File: src/rtl/ip_pkg.sv
// rtl/ip_pkg.sv - shared IPv4 receive definitions: states, error codes, header constants
package ip_pkg;

  typedef enum logic [2:0] {
    S_IDLE    = 3'd0,
    S_HDR     = 3'd1,
    S_OPT     = 3'd2,
    S_PAYLOAD = 3'd3,
    S_DROP    = 3'd4,
    S_DONE    = 3'd5
  } state_t;

  localparam logic [2:0] ERR_NONE    = 3'd0;
  localparam logic [2:0] ERR_VERSION = 3'd1;
  localparam logic [2:0] ERR_IHL     = 3'd2;
  localparam logic [2:0] ERR_CSUM    = 3'd3;
  localparam logic [2:0] ERR_PROTO   = 3'd4;
  localparam logic [2:0] ERR_LEN     = 3'd5;
  localparam logic [2:0] ERR_TRUNC   = 3'd6;

  localparam logic [3:0] IPV4_VERSION = 4'd4;
  localparam logic [3:0] IHL_MIN      = 4'd5;

  // Byte enables for the final payload word: the top 'rem' bytes are live.
  function automatic logic [3:0] tail_keep(input logic [15:0] rem);
    case (rem)
      16'd1:   tail_keep = 4'b1000;
      16'd2:   tail_keep = 4'b1100;
      16'd3:   tail_keep = 4'b1110;
      default: tail_keep = 4'b1111;
    endcase
  endfunction

endpackage

File: src/rtl/ipv4_hdr_checksum.sv
// rtl/ipv4_hdr_checksum.sv - one's-complement 16-bit checksum over 32-bit header words
module ipv4_hdr_checksum (
  input  logic        clk,
  input  logic        rst_n,
  input  logic        i_clear,
  input  logic        i_add,
  input  logic [31:0] i_word,
  output logic        o_pass
);

  logic [19:0] r_acc;
  logic [19:0] w_base;
  logic [20:0] w_raw;
  logic [19:0] w_next;
  logic [16:0] w_f1;
  logic [15:0] w_f2;

  // Next accumulator value and the folded result including this cycle's word.
  // A carry out of bit 20 is worth 2^20 == 2^4 (mod 0xFFFF), so it re-enters as 16;
  // that keeps 15-word headers exact in a 20-bit register.
  always_comb begin
    w_base = i_clear ? 20'd0 : r_acc;
    w_raw  = {1'b0, w_base} + {5'd0, i_word[31:16]} + {5'd0, i_word[15:0]};
    w_next = i_add ? (w_raw[19:0] + {15'd0, w_raw[20], 4'd0}) : w_base;
    w_f1   = {1'b0, w_next[15:0]} + {13'd0, w_next[19:16]};
    w_f2   = w_f1[15:0] + {15'd0, w_f1[16]};
  end

  assign o_pass = (w_f2 == 16'hFFFF);

  // Accumulator register.
  always_ff @(posedge clk or negedge rst_n) begin
    if (!rst_n) r_acc <= 20'd0;
    else        r_acc <= w_next;
  end

endmodule

File: src/rtl/ipv4_rx_dispatch.sv
// rtl/ipv4_rx_dispatch.sv - IPv4 header parse/check and payload dispatch to protocol channels
module ipv4_rx_dispatch
  import ip_pkg::*;
#(
  parameter int                    NUM_CH     = 2,
  parameter logic [8*NUM_CH-1:0]   PROTO_LIST = 16'h06_11,
  parameter int                    CH_W       = 1
) (
  input  logic              clk,
  input  logic              reset,
  input  logic [31:0]       in_data,
  input  logic              in_valid,
  input  logic              in_last,
  output logic              in_ready,
  output logic [3:0]        version,
  output logic [3:0]        ihl,
  output logic [15:0]       total_length,
  output logic [7:0]        ttl,
  output logic [7:0]        protocol,
  output logic [31:0]       src_ip,
  output logic [31:0]       dest_ip,
  output logic              hdr_valid,
  output logic [31:0]       out_data,
  output logic [3:0]        out_keep,
  output logic              out_valid,
  output logic              out_last,
  output logic [CH_W-1:0]   out_ch,
  input  logic [NUM_CH-1:0] out_ready,
  output logic              ok,
  output logic [2:0]        err,
  output logic              fin
);

  state_t          r_state;
  logic            r_live;
  logic [3:0]      r_widx;
  logic [15:0]     r_rem;
  logic [CH_W-1:0] r_ch;
  logic            r_ok;
  logic [2:0]      r_err;
  logic            r_hdr_valid;
  logic            r_fin;
  logic [3:0]      r_version;
  logic [3:0]      r_ihl;
  logic [15:0]     r_total_length;
  logic [7:0]      r_ttl;
  logic [7:0]      r_protocol;
  logic [31:0]     r_src_ip;
  logic [31:0]     r_dest_ip;

  logic            w_accept;
  logic            w_in_ready;
  logic            w_final_hdr;
  logic [5:0]      w_hdr_len;
  logic [15:0]     w_plen;
  logic            w_last_beat;
  logic            w_csum_pass;
  logic            w_hit;
  logic [CH_W-1:0] w_ch;
  logic [2:0]      w_err;

  ipv4_hdr_checksum u_csum (
    .clk     (clk),
    .rst_n   (reset),
    .i_clear (r_state == S_IDLE && w_accept),
    .i_add   (w_accept && (r_state == S_IDLE || r_state == S_HDR || r_state == S_OPT)),
    .i_word  (in_data),
    .o_pass  (w_csum_pass)
  );

  // Ready per state; held low until the first clock after reset release.
  always_comb begin
    w_in_ready = 1'b0;
    case (r_state)
      S_IDLE, S_HDR, S_OPT, S_DROP: w_in_ready = r_live;
      S_PAYLOAD:                    w_in_ready = out_ready[r_ch];
      default:                      w_in_ready = 1'b0;
    endcase
  end

  assign in_ready    = w_in_ready;
  assign w_accept    = in_valid && w_in_ready;
  assign w_hdr_len   = {r_ihl, 2'b00};
  assign w_plen      = r_total_length - {10'd0, w_hdr_len};
  assign w_last_beat = (r_rem <= 16'd4);
  assign w_final_hdr = (r_state == S_HDR && r_widx == 4'd4 && r_ihl <= IHL_MIN) ||
                       (r_state == S_OPT && r_widx == r_ihl - 4'd1);

  // Protocol table lookup: scan downward so the lowest matching index wins.
  always_comb begin
    w_hit = 1'b0;
    w_ch  = '0;
    for (int i = NUM_CH - 1; i >= 0; i--) begin
      if (PROTO_LIST[8*i +: 8] == r_protocol) begin
        w_hit = 1'b1;
        w_ch  = CH_W'(i);
      end
    end
  end

  // Header verdict for the final header word, in priority order.
  always_comb begin
    if (r_version != IPV4_VERSION)                    w_err = ERR_VERSION;
    else if (r_ihl < IHL_MIN)                         w_err = ERR_IHL;
    else if (!w_csum_pass)                            w_err = ERR_CSUM;
    else if (!w_hit)                                  w_err = ERR_PROTO;
    else if (r_total_length < {10'd0, w_hdr_len})     w_err = ERR_LEN;
    else if (in_last && w_plen != 16'd0)              w_err = ERR_TRUNC;
    else                                              w_err = ERR_NONE;
  end

  // Payload pass-through, only live while forwarding.
  always_comb begin
    out_valid = 1'b0;
    out_data  = 32'd0;
    out_keep  = 4'd0;
    out_last  = 1'b0;
    if (r_state == S_PAYLOAD) begin
      out_valid = in_valid;
      out_data  = in_data;
      out_keep  = w_last_beat ? tail_keep(r_rem) : 4'b1111;
      out_last  = w_last_beat || in_last;
    end
  end

  assign out_ch       = r_ch;
  assign ok           = r_ok;
  assign err          = r_err;
  assign hdr_valid    = r_hdr_valid;
  assign fin          = r_fin;
  assign version      = r_version;
  assign ihl          = r_ihl;
  assign total_length = r_total_length;
  assign ttl          = r_ttl;
  assign protocol     = r_protocol;
  assign src_ip       = r_src_ip;
  assign dest_ip      = r_dest_ip;

  // Packet state machine with registered header fields, verdict and pulses.
  always_ff @(posedge clk or negedge reset) begin
    if (!reset) begin
      r_state        <= S_IDLE;
      r_live         <= 1'b0;
      r_widx         <= 4'd0;
      r_rem          <= 16'd0;
      r_ch           <= '0;
      r_ok           <= 1'b0;
      r_err          <= ERR_NONE;
      r_hdr_valid    <= 1'b0;
      r_fin          <= 1'b0;
      r_version      <= 4'd0;
      r_ihl          <= 4'd0;
      r_total_length <= 16'd0;
      r_ttl          <= 8'd0;
      r_protocol     <= 8'd0;
      r_src_ip       <= 32'd0;
      r_dest_ip      <= 32'd0;
    end else begin
      r_live      <= 1'b1;
      r_hdr_valid <= 1'b0;
      r_fin       <= 1'b0;
      case (r_state)
        S_IDLE: begin
          if (w_accept) begin
            r_version      <= in_data[31:28];
            r_ihl          <= in_data[27:24];
            r_total_length <= in_data[15:0];
            r_ttl          <= 8'd0;
            r_protocol     <= 8'd0;
            r_src_ip       <= 32'd0;
            r_dest_ip      <= 32'd0;
            r_ok           <= 1'b0;
            r_err          <= ERR_NONE;
            r_widx         <= 4'd1;
            if (in_last) begin
              r_err       <= ERR_TRUNC;
              r_hdr_valid <= 1'b1;
              r_fin       <= 1'b1;
              r_state     <= S_DONE;
            end else begin
              r_state <= S_HDR;
            end
          end
        end
        S_HDR, S_OPT: begin
          if (w_accept) begin
            r_widx <= r_widx + 4'd1;
            if (r_state == S_HDR) begin
              case (r_widx)
                4'd2: begin
                  r_ttl      <= in_data[31:24];
                  r_protocol <= in_data[23:16];
                end
                4'd3:    r_src_ip  <= in_data;
                4'd4:    r_dest_ip <= in_data;
                default: ;
              endcase
            end
            if (w_final_hdr) begin
              r_hdr_valid <= 1'b1;
              r_err       <= w_err;
              r_ok        <= (w_err == ERR_NONE);
              r_ch        <= w_ch;
              r_rem       <= w_plen;
              if (w_err == ERR_NONE && w_plen != 16'd0) begin
                r_state <= S_PAYLOAD;
              end else if (in_last) begin
                r_fin   <= 1'b1;
                r_state <= S_DONE;
              end else begin
                r_state <= S_DROP;
              end
            end else if (in_last) begin
              r_err       <= ERR_TRUNC;
              r_hdr_valid <= 1'b1;
              r_fin       <= 1'b1;
              r_state     <= S_DONE;
            end else if (r_state == S_HDR && r_widx == 4'd4) begin
              r_state <= S_OPT;
            end
          end
        end
        S_PAYLOAD: begin
          if (w_accept) begin
            if (in_last && !w_last_beat) begin
              r_err   <= ERR_TRUNC;
              r_ok    <= 1'b0;
              r_fin   <= 1'b1;
              r_state <= S_DONE;
            end else if (w_last_beat) begin
              if (in_last) begin
                r_fin   <= 1'b1;
                r_state <= S_DONE;
              end else begin
                r_state <= S_DROP;
              end
            end else begin
              r_rem <= r_rem - 16'd4;
            end
          end
        end
        S_DROP: begin
          if (w_accept && in_last) begin
            r_fin   <= 1'b1;
            r_state <= S_DONE;
          end
        end
        S_DONE:  r_state <= S_IDLE;
        default: r_state <= S_IDLE;
      endcase
    end
  end

endmodule

File: config.mk
export PLATFORM = sky130hd
export DESIGN_NAME = ipv4_rx_dispatch
export DESIGN_NICKNAME = d
export VERILOG_FILES = /design/src/rtl/ip_pkg.sv /design/src/rtl/ipv4_hdr_checksum.sv /design/src/rtl/ipv4_rx_dispatch.sv
export SDC_FILE = /design/constraint.sdc
export NUM_CORES = 1
export LEC_CHECK = 0
export ABC_CLOCK_PERIOD_IN_PS = 13200
export BUFFER_PORTS_ARGS = -buffer_cell sky130_fd_sc_hd__buf_2
export CORE_UTILIZATION = 56
export DETAILED_ROUTE_END_ITERATION = 12
export PLACE_DENSITY = 0.87
export SLEW_MARGIN = 10
export SYNTH_ARGS = -nofsm -noshare
export SYNTH_HDL_FRONTEND = slang
export SYNTH_HIERARCHICAL = 1
export SYNTH_SLANG_ARGS = --single-unit
File: constraint.sdc
create_clock -name clk -period 13.2 [get_ports clk]
set_input_delay 1.32 -clock clk [delete_from_list [all_inputs] [get_ports clk]]
set_output_delay 1.32 -clock clk [all_outputs]
set_load 0.03 [all_outputs]
* Yosys cells after proc, flatten, opt, wreduce, memory -nomap -nowiden
Index checks and enable logic that the tools add are counted.
W data, S select, Z words.
** Word-level totals
- Bits of input ports :: 38
- Output and inout bits :: 150
- Bits in registers :: 155
** Operators by class
- Reductions and logical operators :: 33
- Equality and inequality tests :: 30
- Mux-type cells :: 87
- Add/sub/neg operators :: 9
- $lt $le $gt $ge :: 5
** Operators by type and width (number)
- $mux W32 :: 8
- $pmux W32 S2 :: 2
- $mux W16 :: 5
- $mux W3 :: 24
- $mux W8 :: 7
- $mux W20 :: 2
- $eq A16 B2 Y1 const B :: 2
- $pmux W16 S2 :: 1
- $pmux W8 S2 :: 2
- $mux W1 :: 24
- $reduce_and A6 Y1 :: 4
- $add A20 B16 Y21 :: 1
- $add A21 B16 Y21 :: 1
- $add A20 B5 Y20 :: 1
- $ne A2 B2 Y1 const B :: 9
- $pmux W3 S3 :: 2
- $add A16 B4 Y17 :: 1
- $add A16 B1 Y16 :: 1
- $eq A16 B1 Y1 const B :: 1
- $eq A16 B16 Y1 const B :: 1
- $le A16 B3 Y1 const B :: 1
- $lt A16 B6 Y1 :: 1
- $mux W4 :: 4
- $reduce_bool A16 Y1 :: 1
- 36 further kinds :: 58

* Logic depth before layout (Yosys ltp)
Gate-level depths: netlist of run 1.
- Word-level depth :: 22
- Mapped depth :: 48
- Depth with buffers taken out :: 43

* By module
The synthesis of run 1 kept the hierarchy.
** By module, submodules not included
- ipv4_rx_dispatch :: area an instance 6713.9 µm², cells each 732, times used 1, sequential area each 3378.2 µm²
- ipv4_hdr_checksum :: area an instance 2967.8 µm², cells each 327, times used 1, sequential area each 500.5 µm²

* Least setup slack after synthesis of run 1
OpenSTA, ideal clock, no wires.
- Path kind :: input-to-reg
- From :: input port out_ready[1]
- To :: register r_state[2]
- Path buffers :: 4
- Required time :: 13.071 ns
- Data arrival time :: 9.859 ns
- Stages :: 47
- Setup slack :: 3.212 ns
- Cells stage by stage :: mux2i_1 o22a_1 nor3_2 nand2_1 inv_2 clkbuf_1 clkbuf_1 clkbuf_1 nor2b_1 fa_1 ha_1 o211ai_1 o211ai_1 a311oi_1 o31ai_1 a21oi_1 o21bai_1 a21oi_1 [... 11 more ...] a21o_1 a21oi_1 o21bai_1 and2_1 or3b_2 nor3_1 a211o_1 nand4_1 nor4_1 o211ai_1 xnor2_1 o211a_1 a21boi_0 nor2b_1 and4_1 o41ai_2 a31oi_1 o21ai_0
** On the way
- Longest elaborated chain between the ends :: 22
- Elaborated cells on any way between the ends :: 29
- Classes of those cells :: add/sub (5); eq/ne (5); mux (12); reduce/logical (7)
** Ends and longest elaborated chain
- start, declared :: line ipv4_rx_dispatch.sv:28 : input logic [NUM_CH-1:0] out_ready,
- $mux W1 (implied by the code) (*) (2 in a row) :: line ipv4_rx_dispatch.sv:76 : S_PAYLOAD: w_in_ready = out_ready[r_ch];
- $pmux W1 S2 (*) :: line ipv4_rx_dispatch.sv:74 : case (r_state)
- $logic_and A1 B1 Y1 (*) :: line ipv4_rx_dispatch.sv:82 : assign w_accept = in_valid && w_in_ready;
- $logic_and A1 B1 Y1 :: line ipv4_rx_dispatch.sv:65 : .i_clear (r_state == S_IDLE && w_accept),
- $mux W20 :: line ipv4_hdr_checksum.sv:22 : w_base = i_clear ? 20'd0 : r_acc;
- $add A20 B16 Y21 :: line ipv4_hdr_checksum.sv:23 : w_raw = {1'b0, w_base} + {5'd0, i_word[31:16]} + {5'd0, i_word[15:0]};
- $add A21 B16 Y21 :: line ipv4_hdr_checksum.sv:23
- $add A20 B5 Y20 :: line ipv4_hdr_checksum.sv:24 : w_next = i_add ? (w_raw[19:0] + {15'd0, w_raw[20], 4'd0}) : w_base;
- [... 1 more ...]
- named net u_csum.w_next[17] :: line ipv4_hdr_checksum.sv:14 : logic [19:0] w_next;
- [... 3 more ...]
- named net w_csum_pass :: line ipv4_rx_dispatch.sv:57 : logic w_csum_pass;
- [... 1 more ...]
- $mux W3 (*) :: line ipv4_rx_dispatch.sv:104 : else if (r_ihl < IHL_MIN) w_err = ERR_IHL;
- $mux W3 (*) :: line ipv4_rx_dispatch.sv:103 : if (r_version != IPV4_VERSION) w_err = ERR_VERSION;
- $logic_not A3 Y1 (*) :: line ipv4_rx_dispatch.sv:205 : if (w_err == ERR_NONE && w_plen != 16'd0) begin
- $logic_and A1 B1 Y1 (*) :: line ipv4_rx_dispatch.sv:205
- $mux W3 (*) :: line ipv4_rx_dispatch.sv:205
- $mux W3 (*) :: line ipv4_rx_dispatch.sv:199 : if (w_final_hdr) begin
- $mux W3 (*) :: line ipv4_rx_dispatch.sv:186 : if (w_accept) begin
- $pmux W3 S4 (*) :: line ipv4_rx_dispatch.sv:162 : case (r_state)
- end signal, assigned :: line ipv4_rx_dispatch.sv:206 : r_state <= S_PAYLOAD;
- end signal, assigned :: line ipv4_rx_dispatch.sv:209 : r_state <= S_DONE;
- end signal, assigned :: line ipv4_rx_dispatch.sv:211 : r_state <= S_DROP;
- end, declared :: line ipv4_rx_dispatch.sv:34 : state_t r_state;
Mark *: on every way through the listed nets, which the timed path passes. The rest lies on a longest branch. The select of a mux whose other input is x is not followed.
A chain may end at the register's enable or synchronous reset.

* Worst setup path after layout of run 1
- From :: register r_state[2]
- To :: register r_state[2]
** On the way
- Longest elaborated chain between the ends :: 22
- Elaborated cells on any way between the ends :: 42
- Classes of those cells :: add/sub (5); eq/ne (11); mux (10); reduce/logical (16)
** Ends and longest elaborated chain
- start signal, assigned :: line ipv4_rx_dispatch.sv:142 : r_state <= S_IDLE;
- start signal, assigned :: line ipv4_rx_dispatch.sv:179 : r_state <= S_DONE;
- start signal, assigned :: line ipv4_rx_dispatch.sv:181 : r_state <= S_HDR;
- $eq A3 B1 Y1 (tied with other cells) :: line ipv4_rx_dispatch.sv:66, ipv4_rx_dispatch.sv:74
- $reduce_or A4 Y1 :: line ipv4_rx_dispatch.sv:74
- $pmux W1 S2 :: line ipv4_rx_dispatch.sv:74
- $logic_and A1 B1 Y1 :: line ipv4_rx_dispatch.sv:82
- $logic_and A1 B1 Y1 :: line ipv4_rx_dispatch.sv:65
- $mux W20 :: line ipv4_hdr_checksum.sv:22
- $add A20 B16 Y21 :: line ipv4_hdr_checksum.sv:23
- $add A21 B16 Y21 :: line ipv4_hdr_checksum.sv:23
- [... 2 more ...]
- named net u_csum.w_next[17] :: line ipv4_hdr_checksum.sv:14
- [... 3 more ...]
- named net w_csum_pass :: line ipv4_rx_dispatch.sv:57
- [... 1 more ...]
- $mux W3 (*) :: line ipv4_rx_dispatch.sv:104
- $mux W3 (*) :: line ipv4_rx_dispatch.sv:103
- $logic_not A3 Y1 (*) :: line ipv4_rx_dispatch.sv:205
- $logic_and A1 B1 Y1 (*) :: line ipv4_rx_dispatch.sv:205
- $mux W3 (*) :: line ipv4_rx_dispatch.sv:205
- $mux W3 (*) :: line ipv4_rx_dispatch.sv:199
- $mux W3 (*) :: line ipv4_rx_dispatch.sv:186
- $pmux W3 S4 (*) :: line ipv4_rx_dispatch.sv:162
Marks and branches as above.

==> out/qor.yml, run 1 <==
worst_setup_path:
  slowest_stage: "nand3b_1"
  cp_num_buf_inv: 1
  endpoint_kind: "flop"
  critPathMaxStageDelay_ns: 0.76
  critPathMaxFanout: 50
  cp-start-kind: "flop"
  r2r_end: "r_state[2]"
  worstPathRequired_ns: 13.52
  reg2reg_slack_ns: 1.80
  path_class: "reg -> reg"
  cp.arrival_ns: 11.72
  r2r_start: "r_state[2]"
  worstRegToRegCells: 43
  cp_top_family: "simple AND/OR/NAND/NOR gates"
outcome:
  status: "complete, no violations"
clock_tree:
  cts.htree.levels: 4
  postCtsHoldBufs: 0
  cts-root-buf: "clkbuf_16"
  clockBufferDepth: 2
  cts_buffers: 17
  clk_pin_slew_ns: 0.06
  cts_setup_buffers: 0
  cts_tree: "yes"
  clock_latency_ns: 0.44
  clkSinkCount: 155
  ctsResizeCount: 0
die:
  core_um2: 16800
  die_w_um: 133
  die_h_um: 133
  rows: 47
  initial_core_util_pct: 57.8
  die-area_um2: 17800
  io_pins: 188
synthesis:
  synth-simple-area-share_pct: 22.0
  synth_seq_area_share_pct: 40.1
  synth_top_area_cell: "dfrtp_1"
  ys_types: 86
  synthCells: 1059
  synth_ff_type: "dfrtp_1"
  synth-edff-count: 0
  yosysWarnings: 6
  ys_ff_latch: 155
  syn-num-nets: 1152
  synth.avg_cell_area_um2: 9.14
  synth_most_common_cell: "nand2_1"
  syn-cell-area_um2: 9680
  async_flop_share_pct: 100
  synth_mux_area_share_pct: 3.67
  synth_top_family_by_area: "simple AND/OR/NAND/NOR gates"
  synth_fa_ha_area_share_pct: 8.68
  synth_xor_area_share_pct: 4.92
  synthTopCellsByArea: "dfrtp_1 40%, nand2_1 6.6%, o21ai_0 6.2%"
  post-synth-top-area-fraction_pct: 40.1
  synth-compound-area-share_pct: 17.4
  synth_commonest_cells: "171 x nand2_1, 155 x dfrtp_1, 120 x o21ai_0, 65 x nor2_1, 45 x a21oi_1"
placement:
  pre_cts_ws_ns: 2.13
  gp_congestion: 0.985
  dp_hpwl_um: 20500
  io_buffers: 187
hold_path:
  holdPathStages: 2
  hp-class: "reg -> reg"
  worstHoldEndpoint: "src_ip[26]"
  hp-start: "src_ip[26]"
global_route:
  antenna_found_initial: 0
  first_global_vias: 8196
  use_met1_pct: 42.9
  overflow: 0
  grt_first_pass_wirelength_um: 44800
  grt_util_all_layers_pct: 32.8
  busiest_layer: "met2"
  use_met2_pct: 51.0
  grt_max_degree: 82
  grtUsageMet3_pct: 8.03
final_layout:
  drive_above_1_share_pct: 22.9
  fill_cells: 1291
  syn_to_final_growth_pct: 17.7
  finalNetCount: 1315
drt:
  drtIter0Drc: 794
  drtAntennaViolNets: 0
  wire_per_inst_um: 19.7
  num_vias: 8966
  drc: 0
  drtPass1Iterations: 9
  vias_per_cell: 6.16
  wirelength_um: 28600
timing:
  relSlewSlack_pct: 23.3
  clock.fmax_mhz: 87.7
  fin_crit_sh_pct: 86.4
  setup_tns_ns: 0
  setup_ws_ns: 1.80
  slew_violations: 0
  rsz0062_at_grt: "no"
  skew_ns: 0.00827
  finalHoldViolCount: 0
  finalCriticalPeriod_ns: 11.40
  tightest_slew_ns: 1.15
  finalSetupViolCount: 0
run:
  maxCapViolations: 0
-- per-stage QoR --
stage	hold WS [ns]	std cells	utilization (%)	area, um^2
after floorplan	0.515	1059	-	9680
after global placement	0.456	1423	64.1	10800
after detailed placement	0.465	1423	64.1	10800
after CTS	0.479	1454	68.0	11400
after global routing	0.499	1454	68.0	11400
final	0.475	1455	68.0	11400
-- final cells by class --
type,instances,area [um^2],share of cell area (%)
Tap cell,220,275,2.42
Clock inverter,13,204,1.79
Antenna cell,1,2.50,0.0220
Clock buffer,18,439,3.85
Sequential cell,155,3880,34.0
Inverter,30,113,0.988
Timing Repair Buffer,192,980,8.60
Multi-Input combinational cell,826,5500,48.3
-- layer usage --
layer  part of all wire [%]  vias up
li1                       -     4085
met1                     40     4323
met2                     47      455
met3                    8.7      103
met4                    4.9        0
met5                      0        -
-- layout by cell type, fill, tap and decap left out, types with 7 or more instances in the layout --
cell / Yosys / routed
inv_1: 28 / 28
xor2_1: 17 / 17
nor4_1: 9 / 9
nor2_1: 65 / 64
o22ai_1: 10 / 10
a31oi_1: 7 / 7
nand3_1: 21 / 21
buf_2: 7 / 186
clkbuf_16: 0 / 17
nor2b_1: 22 / 22
o21ai_0: 120 / 120
nor3_1: 13 / 13
a21oi_1: 45 / 45
or3_1: 9 / 9
and2_1: 39 / 39
xnor2_1: 33 / 33
a21o_1: 8 / 8
dfrtp_1: 155 / 155
nand2_1: 171 / 169
nand4_1: 14 / 14
mux2_2: 28 / 28
ha_1: 36 / 36
fa_1: 19 / 19
-- registers in the layout, indices dropped and copies added, names as in the netlist --
register and count:
dest_ip 32, err 3, fin 1, hdr_valid 1, ihl 4, ok 1, out_ch 1, protocol 8
r_live 1, r_rem 16, r_state 3, r_widx 4, src_ip 32, total_length 16, ttl 8, u_csum/r_acc 20
version 4
-- how the worst max path moves through the flow --
stage,start,end,cells past startpoint
after floorplan,out_ready[1],r_state[2],47
after global placement,out_ready[1],r_state[2],44
after detailed placement,out_ready[1],r_state[2],44
after CTS,r_state[2],r_state[2],43
after global routing,r_state[2],r_state[2],43
final,r_state[2],r_state[2],43
-- logic make-up (layout without fill, tap and decap cells) --
group                    Yosys count  count (layout)
flip-flops                       155             155
adder cells (fa/ha/maj)           56              56
buffers and inverters             78             253
AO/OA/AOI/OAI                    264             264
multiplexers                      32              32
other                              1               2
XOR/XNOR                          52              52
AND/OR/NAND/NOR                  421             421
-- worst reg2reg max path: cells and delay by family (launching register included) --
| family | cells | cell delay [ns] |
|---|---|---|
| simple gates | 17 | 4.29 |
| compound gates | 18 | 3.74 |
| fa+ha+maj | 4 | 1.37 |
| buf+inv | 1 | 0.69 |
| xor+xnor | 3 | 0.64 |
| flops | 1 | 0.53 |
Power of run 1 is left out: the tool's default activity adds up to more than one toggle a clock period on the data nets, which glitch-free logic cannot reach.
==> run 2: changes to the inputs <==
--- a/config.mk
+++ b/config.mk
@@ -7,9 +7,10 @@
 export LEC_CHECK = 0
 export ABC_CLOCK_PERIOD_IN_PS = 13200
 export BUFFER_PORTS_ARGS = -buffer_cell sky130_fd_sc_hd__buf_2
+export CORE_MARGIN = 2
 export CORE_UTILIZATION = 56
 export DETAILED_ROUTE_END_ITERATION = 12
-export PLACE_DENSITY = 0.87
+export PLACE_DENSITY = 0.9
 export SLEW_MARGIN = 10
 export SYNTH_ARGS = -nofsm -noshare
 export SYNTH_HDL_FRONTEND = slang
==> run 2 against run 1 <==
  * Sequential share of layout area is 0.13 points higher
  * Hold slack hardly changed
  * Register-to-register slack better by 0.05 ns
  * Critical path depth is the same
  * Design area fell by 0.37%
==> out/qor.yml, run 2 (synthesized netlist as in run 1, its figures left out) <==
global_route:
  grt_max_degree: 82  # unchanged
  first_global_vias: 8363  # +2.0%
  grt_first_pass_wirelength_um: 45400  # +1.5%
  grt_util_all_layers_pct: 32.1  # -0.76 points
  overflow: 0  # unchanged
  antenna_found_initial: 0  # unchanged
clock_tree:
  clockBufferDepth: 2  # unchanged
  clk_pin_slew_ns: 0.07  # about the same
  ctsResizeCount: 0  # unchanged
  cts_setup_buffers: 0  # unchanged
  cts_buffers: 17  # unchanged
  postCtsHoldBufs: 0  # unchanged
  clock_latency_ns: 0.43  # about the same
  clkSinkCount: 155  # unchanged
  cts-root-buf: "clkbuf_16"
  cts_tree: "yes"
  cts.htree.levels: 4  # unchanged
worst_setup_path:
  slowest_stage: "nand3b_1"
  path_class: "reg -> reg"
  cp-start-kind: "flop"
  cp.arrival_ns: 11.66  # -0.06 ns
  critPathMaxFanout: 50  # unchanged
  worstPathRequired_ns: 13.50  # -0.02 ns
  critPathMaxStageDelay_ns: 0.74  # -0.02 ns
  endpoint_kind: "flop"
timing:
  clock.fmax_mhz: 88.1  # +0.40%
  skew_ns: 0.00795  # -0.000320 ns
  finalHoldViolCount: 0  # unchanged
  finalSetupViolCount: 0  # unchanged
  rsz0062_at_grt: "no"
  finalCriticalPeriod_ns: 11.35  # -0.0457 ns
  fin_crit_sh_pct: 86.0  # -0.35 points
  slew_violations: 0  # unchanged
  setup_tns_ns: 0  # unchanged
  tightest_slew_ns: 1.11  # -0.0344 ns
  relSlewSlack_pct: 25.6  # +2.3 points
die:
  die-area_um2: 18400  # +3.0%
  io_pins: 188  # unchanged
  die_h_um: 135  # +1.5%
  core_um2: 17100  # +2.1%
  initial_core_util_pct: 56.6  # -1.2 points
  die_w_um: 135  # +1.5%
  rows: 48  # +2.1%
placement:
  gp_congestion: 0.987  # +0.22%
  dp_hpwl_um: 20800  # +1.6%
  io_buffers: 187  # unchanged
drt:
  drtPass1Iterations: 7  # -2
  wirelength_um: 29600  # +3.5%
  drtIter0Drc: 950  # +20%
  drtAntennaViolNets: 0  # unchanged
  vias_per_cell: 6.24  # +1.3%
  num_vias: 9117  # +1.7%
  wire_per_inst_um: 20.3  # +3.1%
  drc: 0  # unchanged
outcome:
  status: "complete, no violations"
run:
  maxCapViolations: 0  # unchanged
final_layout:
  fill_cells: 1286  # -0.39%
  drive_above_1_share_pct: 22.9  # +0.062 points
  final_common_cell: "buf_2"
  final_cell_mix: "186 x buf_2, 169 x nand2_1, 155 x dfrtp_1"
  antenna_cells: 0  # -1
  syn_to_final_growth_pct: 17.3
  finalNetCount: 1315  # unchanged
hold_path:
  hp-class: "reg -> reg"
-- run 2: metrics by stage --
step	instance area, um^2	utilization [%]	instances	setup WS [ns]	hold slack (ns)
global placement	10800	62.8	1428	2.44	0.456
detailed placement	10800	62.8	1428	2.08	0.465
global route	11400	66.3	1460	0.952	0.504
finish	11400	66.3	1460	1.85	0.476
CTS	11400	66.3	1460	1.98	0.481
floorplan	9680	-	1059	3.21	0.515
-- run 2: worst paths after layout --
check	startpoint	to	slack, ns	depth (start not counted)
max	r_state[2]	r_state[2]	1.85	43
min	dest_ip[0]	dest_ip[0]	0.48	2
max reg2reg	r_state[2]	r_state[2]	1.85	43
min reg2reg	dest_ip[0]	dest_ip[0]	0.48	2
max in group asynchronous	reset	total_length[9]	10.76	2
min in group asynchronous	reset	fin	0.91	1
-- run 2: area by class of cell --
| type | instances | area [um^2] | area share (%) |
|---|---|---|---|
| Multi-Input combinational cell | 826 | 5500 | 48.5 |
| Sequential cell | 155 | 3880 | 34.2 |
| Tap cell | 225 | 282 | 2.48 |
| Timing Repair Buffer | 192 | 980 | 8.63 |
| Clock buffer | 17 | 425 | 3.75 |
| Inverter | 30 | 113 | 0.992 |
| Clock inverter | 15 | 171 | 1.51 |
-- run 2: critical path, delay by kind of cell (launching register included) --
kind | cells | cell delay [ns]
flops | 1 | 0.53
fa+ha+maj | 4 | 1.38
buf+inv | 1 | 0.71
compound gates | 18 | 3.74
simple gates | 17 | 4.23
xor+xnor | 3 | 0.64
-- run 2: per-layer routing --
metal	global-route usage (%)	vias to the layer above	share of wire (%)
met5	0	-	0
met4	15.3	0	5.0
met3	8.94	114	9.9
met2	49.5	532	46
met1	42.0	4396	39
li1	-	4075	-
Power of run 2 is left out for the same reason.
==> run 3: changes to the inputs <==
--- a/config.mk
+++ b/config.mk
@@ -6,10 +6,11 @@
 export NUM_CORES = 1
 export LEC_CHECK = 0
 export ABC_CLOCK_PERIOD_IN_PS = 13200
-export BUFFER_PORTS_ARGS = -buffer_cell sky130_fd_sc_hd__buf_2
 export CORE_MARGIN = 2
-export CORE_UTILIZATION = 56
+export CORE_UTILIZATION = 65
+export CTS_BUF_LIST = sky130_fd_sc_hd__clkbuf_16
 export DETAILED_ROUTE_END_ITERATION = 12
+export DONT_BUFFER_PORTS = 1
 export PLACE_DENSITY = 0.9
 export SLEW_MARGIN = 10
 export SYNTH_ARGS = -nofsm -noshare
==> run 3 against run 2 <==
  * Utilization grew 4.9 points
  * Register-to-register slack got worse by 0.12 ns
  * First-iteration DRC count is 43% higher
  * Sequential cell count is the same
  * Clock skew grew 0.0025 ns
  * Clock-buffer cell count unchanged
  * Non-clock buffer count is 189 lower
  * Worst setup slack worse by 0.12 ns
  * Highest routed layer unchanged
  * Sequential share of layout area is 3.3 points higher
  * Critical endpoint unchanged
  * Wire length decreased by 4.7%
  * Final cell count shrank 16%
==> out/qor.yml, run 3 (synthesized netlist as in run 1, its figures left out) <==
die:
  die-area_um2: 15900  # -13%
  initial_core_util_pct: 66.6  # +10 points
  die_w_um: 126  # -7.0%
  die_h_um: 126  # -7.0%
  core_um2: 14500  # -15%
  io_pins: 188  # unchanged
  rows: 44  # -8.3%
global_route:
  first_global_vias: 7696  # -8.0%
  antenna_found_initial: 1  # +1
  grt_util_all_layers_pct: 35.3  # +3.2 points
  grt_max_degree: 156  # +90%
  grt_first_pass_wirelength_um: 43700  # -3.8%
  overflow: 0  # unchanged
drt:
  drtIter0Drc: 1356  # +43%
  vias_per_cell: 6.94  # +11%
  wire_per_inst_um: 22.9  # +13%
  drtPass1Iterations: 7  # unchanged
  wirelength_um: 28200  # -4.7%
  drtAntennaViolNets: 0  # unchanged
  drc: 0  # unchanged
  num_vias: 8534  # -6.4%
timing:
  clock.fmax_mhz: 87.2  # -1.0%
  finalHoldViolCount: 0  # unchanged
  setup_tns_ns: 0  # unchanged
  timing.hold.ws_ns: 0.556  # +0.0800 ns
  skew_ns: 0.0105  # +0.00255 ns
  fin_crit_sh_pct: 86.9  # +0.91 points
  relSlewSlack_pct: 22.6  # -3.0 points
  finalCriticalPeriod_ns: 11.47  # +0.120 ns
  rsz0062_at_grt: "no"
  finalSetupViolCount: 0  # unchanged
  slew_violations: 0  # unchanged
  tightest_slew_ns: 1.16  # +0.0445 ns
hold_path:
  hp-start: "r_rem[15]"
  worstHoldEndpoint: "r_rem[15]"
  hp-class: "reg -> reg"
  holdPathStages: 2  # unchanged
worst_setup_path:
  worstRegToRegCells: 43  # unchanged
  cpMostUsedCell: "ha_1"
  critPathMaxStageDelay_ns: 0.77  # +0.03 ns
  critPathMaxFanout: 50  # unchanged
  slowest_stage: "nand3b_1"
  cp_num_buf_inv: 2  # +1
  cp-start-kind: "flop"
  cp.arrival_ns: 11.78  # +0.12 ns
  worstPathRequired_ns: 13.50  # about the same
  reg2reg_slack_ns: 1.73  # -0.12 ns
  cp_top_family: "simple AND/OR/NAND/NOR gates"
  r2r_start: "r_state[2]"
  path_class: "reg -> reg"
  endpoint_kind: "flop"
  r2r_end: "r_state[2]"
clock_tree:
  cts_tree: "yes"
  clock_latency_ns: 0.45  # +0.02 ns
  cts-root-buf: "clkbuf_16"
  cts_setup_buffers: 0  # unchanged
  cts_buffers: 17  # unchanged
  clk_pin_slew_ns: 0.07  # about the same
  ctsResizeCount: 0  # unchanged
  postCtsHoldBufs: 0  # unchanged
  clockBufferDepth: 2  # unchanged
  cts.htree.levels: 4  # unchanged
  clkSinkCount: 155  # unchanged
final_layout:
  final_cell_mix: "169 x nand2_1, 155 x dfrtp_1, 120 x o21ai_0"
  finalCoreUtilization_pct: 71.2  # +4.9 points
  antenna_cells: 0  # unchanged
  fill_cells: 1015  # -21%
  finalNetCount: 1126  # -14%
  final_common_cell: "nand2_1"
  final_cells: 1230  # -16%
  drive_above_1_share_pct: 8.99  # -14 points
  syn_to_final_growth_pct: 6.87
placement:
  dp_cells: 1198  # -16%
  dp_hpwl_um: 20100  # -3.2%
  io_buffers: 0  # -100%
  gp_congestion: 1.03  # +4.7%
run:
  maxCapViolations: 0  # unchanged
outcome:
  status: "complete, no violations"
[run 3: cell count changes in the layout (fill, tap and decap cells not counted), sizes merged]
cell	change
buf	-189
bufinv	-1
clkinvlp	+2
inv	-1
[run 3: per-layer routing]
layer  vias to the layer above  track usage [%]  part of all wire, %
met3                       104             10.6                   11
met4                         0             16.8                  5.0
met5                         -                0                    0
li1                       3704                -                    -
met1                      4139             45.9                   38
met2                       587             54.5                   46
[run 3: worst register-to-register path: cells and delay by family, from the launching register on]
family	cells	cell delay [ns]
AO/OA/AOI/OAI	15	3.44
XOR/XNOR	3	0.56
adder cells (fa/ha/maj)	6	1.97
buffers and inverters	2	0.78
flip-flops	1	0.55
AND/OR/NAND/NOR	17	4.02
[run 3: per-stage QoR]
stage,setup WS (ns),area [um^2]
floorplan,3.21,9680
global placement,2.51,9750
detailed placement,2.01,9750
CTS,1.91,10300
global route,0.708,10300
finish,1.73,10300
[run 3: how the worst max path moves through the flow]
stage               cells past startpoint          to         start
floorplan                              47  r_state[2]  out_ready[1]
global placement                       43  r_state[2]    r_state[2]
detailed placement                     43  r_state[2]    r_state[2]
CTS                                    43  r_state[2]    r_state[2]
global route                           43  r_state[2]    r_state[2]
finish                                 43  r_state[2]    r_state[2]
[run 3: cell type report]
cell class | instances | area, um^2 | area share, %
tap | 184 | 230 | 2.22
clock buffer | 17 | 425 | 4.11
timing repair buffer | 3 | 22.5 | 0.218
inverter | 30 | 113 | 1.09
multi-input combinational | 826 | 5500 | 53.2
clock inverter | 15 | 174 | 1.68
sequential | 155 | 3880 | 37.5
Power of run 3 is left out for the same reason.
